`src/rtl/bus_read_controller.sv`:
```
// Read controller for a shared tri-state register bus: enables one register via cs_n,
// waits a Tick-qualified settle time, captures bus_in and offers it as a response.
module bus_read_controller #(
  parameter int NrOfBits     = 8,
  parameter int NrOfRegs     = 4,
  parameter int AddrBits     = 2,
  parameter int SettleCycles = 1
) (
  input  logic                Clock,
  input  logic                Reset,
  input  logic                Tick,
  input  logic                req_valid,
  input  logic [AddrBits-1:0] req_addr,
  output logic                req_ready,
  output logic [NrOfRegs-1:0] cs_n,
  input  logic [NrOfBits-1:0] bus_in,
  output logic                rsp_valid,
  input  logic                rsp_ready,
  output logic [NrOfBits-1:0] rsp_data,
  output logic                rsp_err,
  output logic                busy
);

  // A settle time of zero would capture before the register drives, so clamp to one.
  localparam int SettleEff = (SettleCycles < 1) ? 1 : SettleCycles;
  localparam int CntBits   = $clog2(SettleEff + 1);
  localparam logic [CntBits-1:0]  CntLoad  = CntBits'(SettleEff);
  localparam logic [AddrBits:0]   RegCount = (AddrBits + 1)'(NrOfRegs);

  typedef enum logic [1:0] {IDLE, SELECT, RESPOND} state_t;

  state_t              state, state_nxt;
  logic [CntBits-1:0]  cnt, cnt_nxt;
  logic [NrOfRegs-1:0] cs_n_nxt;
  logic [NrOfRegs-1:0] sel_onehot;
  logic [NrOfBits-1:0] rsp_data_nxt;
  logic                rsp_err_nxt;
  logic                addr_ok;

  assign addr_ok   = ({1'b0, req_addr} < RegCount);
  assign req_ready = (state == IDLE);
  assign rsp_valid = (state == RESPOND);
  assign busy      = (state != IDLE);

  always_comb begin
    sel_onehot = '0;
    for (int i = 0; i < NrOfRegs; i++) begin
      if (req_addr == AddrBits'(i)) sel_onehot[i] = 1'b1;
    end
  end

  // cs_n only changes from all-ones to one-low or back, so a new selection always
  // passes through IDLE with every register released first.
  always_comb begin
    state_nxt    = state;
    cnt_nxt      = cnt;
    cs_n_nxt     = cs_n;
    rsp_data_nxt = rsp_data;
    rsp_err_nxt  = rsp_err;
    if (Tick) begin
      case (state)
        IDLE: begin
          if (req_valid) begin
            if (addr_ok) begin
              state_nxt = SELECT;
              cnt_nxt   = CntLoad;
              cs_n_nxt  = ~sel_onehot;
            end else begin
              state_nxt    = RESPOND;
              rsp_err_nxt  = 1'b1;
              rsp_data_nxt = '0;
              cs_n_nxt     = '1;
            end
          end
        end
        SELECT: begin
          if (cnt == CntBits'(1)) begin
            state_nxt    = RESPOND;
            cnt_nxt      = '0;
            rsp_data_nxt = bus_in;
            rsp_err_nxt  = 1'b0;
            cs_n_nxt     = '1;
          end else begin
            cnt_nxt = cnt - 1'b1;
          end
        end
        RESPOND: begin
          if (rsp_ready) state_nxt = IDLE;
        end
        default: begin
          state_nxt = IDLE;
          cs_n_nxt  = '1;
        end
      endcase
    end
  end

  always_ff @(posedge Clock or posedge Reset) begin
    if (Reset) begin
      state    <= IDLE;
      cnt      <= '0;
      cs_n     <= '1;
      rsp_data <= '0;
      rsp_err  <= 1'b0;
    end else begin
      state    <= state_nxt;
      cnt      <= cnt_nxt;
      cs_n     <= cs_n_nxt;
      rsp_data <= rsp_data_nxt;
      rsp_err  <= rsp_err_nxt;
    end
  end

  a_cs_onehot0 : assert property (@(posedge Clock) disable iff (Reset) $onehot0(~cs_n));

endmodule

```
`config.mk`:
```
export PLATFORM = sky130hd
export DESIGN_NAME = bus_read_controller
export DESIGN_NICKNAME = d
export VERILOG_FILES = /design/src/rtl/bus_read_controller.sv
export SDC_FILE = /design/constraint.sdc
export NUM_CORES = 1
export LEC_CHECK = 0
export ABC_AREA = 0
export BUFFER_PORTS_ARGS = -buffer_cell sky130_fd_sc_hd__buf_4
export CORE_MARGIN = 4
export CORE_UTILIZATION = 43
export CTS_BUF_LIST = sky130_fd_sc_hd__clkbuf_16
export CTS_CLUSTER_DIAMETER = 60
export DETAILED_ROUTE_END_ITERATION = 12
export PLACE_DENSITY = 0.75
export SLEW_MARGIN = 5
export SYNTH_ARGS = -nofsm -noshare
export SYNTH_HDL_FRONTEND = slang
export SYNTH_SLANG_ARGS = --single-unit
```
`constraint.sdc`:
```
create_clock -name Clock -period 1.7 [get_ports Clock]
set_input_delay 0.34 -clock Clock [delete_from_list [all_inputs] [get_ports Clock]]
set_output_delay 0.34 -clock Clock [all_outputs]
set_load 0.005 [all_outputs]
```
==> flow_metrics.tcl <==
set metrics [dict create \
    cts_tree "built" \
    synth-simple-area-share 0.119 \
    ant_nets 0 \
    synth_top_family_by_area "multiplexers" \
    critPathLaunchType "flop" \
    die_w_um 47.3 \
    ys_seq_area_frac 0.574 \
    irDropWorstVdd_mv 1.10 \
    slew_violations 0 \
    hpwl_um 976 \
    die_area_sq_mm 0.00223 \
    combinationalPowerShare 0.386 \
    synth_area_leaders "dfrtp_1 (42%), mux2_2 (22%), dfstp_2 (16%)" \
    met2_usage 0.211 \
    clockRootBuffer "clkbuf_16" \
    numCtsBuffers 3 \
    core_area_sq_mm 0.00138 \
    place_congestion 0.679 \
    max_freq_ghz 0.652 \
    clkSlewWorstSetupHoldPaths_ps 50 \
    row_count 13 \
    detail_route.vias_per_cell 5.02 \
    final_layout_size_suffix_gt1_frac 0.634 \
    grt_max_degree 16 \
    period_minus_slack_ps 1530 \
    hp-class "input pin to asynchronous set/reset pin" \
    grt_use_met1 0.187 \
    p_clk_frac 0.237 \
    power.leakage_nw 0.459 \
    synth.area.mux_share 0.221 \
    yosysWarnings 0 \
    crit_type "flop to output pin" \
    grt_pass1_vias 520 \
    syn_nets 65 \
    n_fill_cell 110 \
    final_cell_mix "buf_4 (29), mux2_2 (13), dfrtp_1 (11)" \
    syn_area_sq_um 663 \
    cts_resized 0 \
    final_nets 98 \
    cp.arrival_ps 1190 \
    worstSkewPairLatency_ps 240 \
    synthXorXnorAreaFrac 0 \
    top_usage_layer "met2" \
    antenna_found_initial 0 \
    hold_violations 0 \
    synth_compound_area_frac 0.0528 \
    p_int_mw 1.34 \
    initial_utilization 0.480 \
    setup_violations 0 \
    synth_top_area_cell "dfrtp_1" \
    slew_headroom 0.637 \
    clock_sinks 15 \
    dr.pass1.iters 3 \
    placed_cell_area_sq_um 892 \
    cts_max_path_buffers 2 \
    final.period_utilization 0.903 \
    power_density_mw_per_mm2 1890 \
    wl_per_cell_um 13.1 \
    port_buffers 29 \
    fin_skew_ps 1.69 \
    rsz0062_at_grt "no" \
    p_sw_mw 0.504 \
    synth_cell_types 20 \
    grt_use_total 0.139 \
    max_cap_viol_count 0 \
    htree_levels 1 \
    synthAdderAreaFrac 0 \
    status "finished clean" \
    syn_inst 50 \
    routed_wl_mm 1.27 \
    tns_ps 0 \
    power_frac_seq 0.377 \
    final_common_cell "buf_4" \
    dpl_worst_slack_ps 308 \
    ys_seq_elements 15 \
    grt_use_met3 0.0536 \
    gr-total-overflow 0 \
    swShare 0.274 \
    layout_setup_ws_ps 165 \
    drt_iter0_drc 6 \
    cp-end-kind "output pin" \
    area_growth_pct 46.4 \
    hold_buffers 0 \
    vias 487 \
    fin_area_sq_um 971 \
    synth_top_area_frac 0.415 \
    worst-path-max-fanout 7 \
    drc 0 \
    hold-worst-slack_ps 150 \
    die_h_um 47.3 \
    postSynthAreaPerCell_sq_um 13.3 \
    post-cts-setup-buffer-count 0 \
    io_pins 31 \
    cp.required_ps 1360 \
    grt_pass1_wl_mm 2.19 \
    worstMarginPinSlew_ps 544 \
    n_antenna_cell 0 \
]
-- stage by stage --
step,total power [mW],std cells,utilization
floorplan,1.03,50,-
global placement,1.39,93,0.645
detailed placement,1.41,93,0.645
CTS,1.86,97,0.702
global route,1.97,97,0.702
finish,1.84,97,0.702
-- state kept, by name (all words and copies together), names as in the netlist --
name      cells
rsp_data      8
cs_n          4
cnt           1
state         2
-- power by group through the flow --
| stage | sequential, mW | combinational (mW) | clock (mW) |
|---|---|---|---|
| floorplan | 0.689 | 0.346 | 0 |
| global placement | 0.684 | 0.704 | 0 |
| detailed placement | 0.695 | 0.718 | 0 |
| CTS | 0.695 | 0.724 | 0.444 |
| global route | 0.721 | 0.782 | 0.470 |
| finish | 0.694 | 0.710 | 0.435 |
-- cells by family (layout without fill, tap and decap cells) --
group,count (synthesis),count (layout)
and+or+nand+nor,12,12
AOI/OAI and AO/OA,5,5
DFF,15,15
other,1,1
buffers and inverters,4,36
muxes,13,13
-- synth_stat cells --
master and number:
mux2_2 13, dfrtp_1 11, dfstp_2 4, inv_1 3, nand2_1 3, nand3b_1 2
buf_4 1, conb_1 1, nand3_1 1, nand4b_2 1, nor2_1 1, nor2b_1 1
nor3b_1 1, o211ai_1 1, o21a_1 1, o21ai_0 1, o21ai_2 1, o22ai_1 1
or2_4 1, or3_1 1
-- routing by layer --
layer  vias to the layer above  routed length, um  share of wire
met2                        24                541           0.42
met3                         0                139           0.11
met5                         -                  0              0
met4                         0                  0              0
met1                       227                593           0.47
li1                        236                  -              -
-- worst paths after layout --
check / startpoint / end / slack [ps] / cells after the start
min reg2reg: rsp_data[7] / rsp_data[7] / 510 / 1
min in group Clock: bus_in[2] / rsp_data[2] / 330 / 2
min: Reset / rsp_data[5] / 150 / 2
max reg2reg: state[1] / cs_n[1] / 300 / 3
max in group asynchronous: Reset / cs_n[3] / 1180 / 2
max: state[1] / req_ready / 170 / 3
-- area by class of cell --
| cell class | instances | area [sq um] | share of cell area |
|---|---|---|---|
| sequential | 15 | 380 | 0.392 |
| multi-input combinational | 31 | 264 | 0.272 |
| timing repair buffer | 29 | 218 | 0.224 |
| clock buffer | 3 | 75.1 | 0.0773 |
| tap | 15 | 18.8 | 0.0193 |
| inverter | 3 | 11.3 | 0.0116 |
| clock inverter | 1 | 3.75 | 0.00387 |
-- critical path, stage by stage (launching register included) --
cell	delay [ps]
dfrtp_1	430
or2_4	290
inv_1	110
buf_4	120
Note: power is estimated with default switching activity, not from simulation.
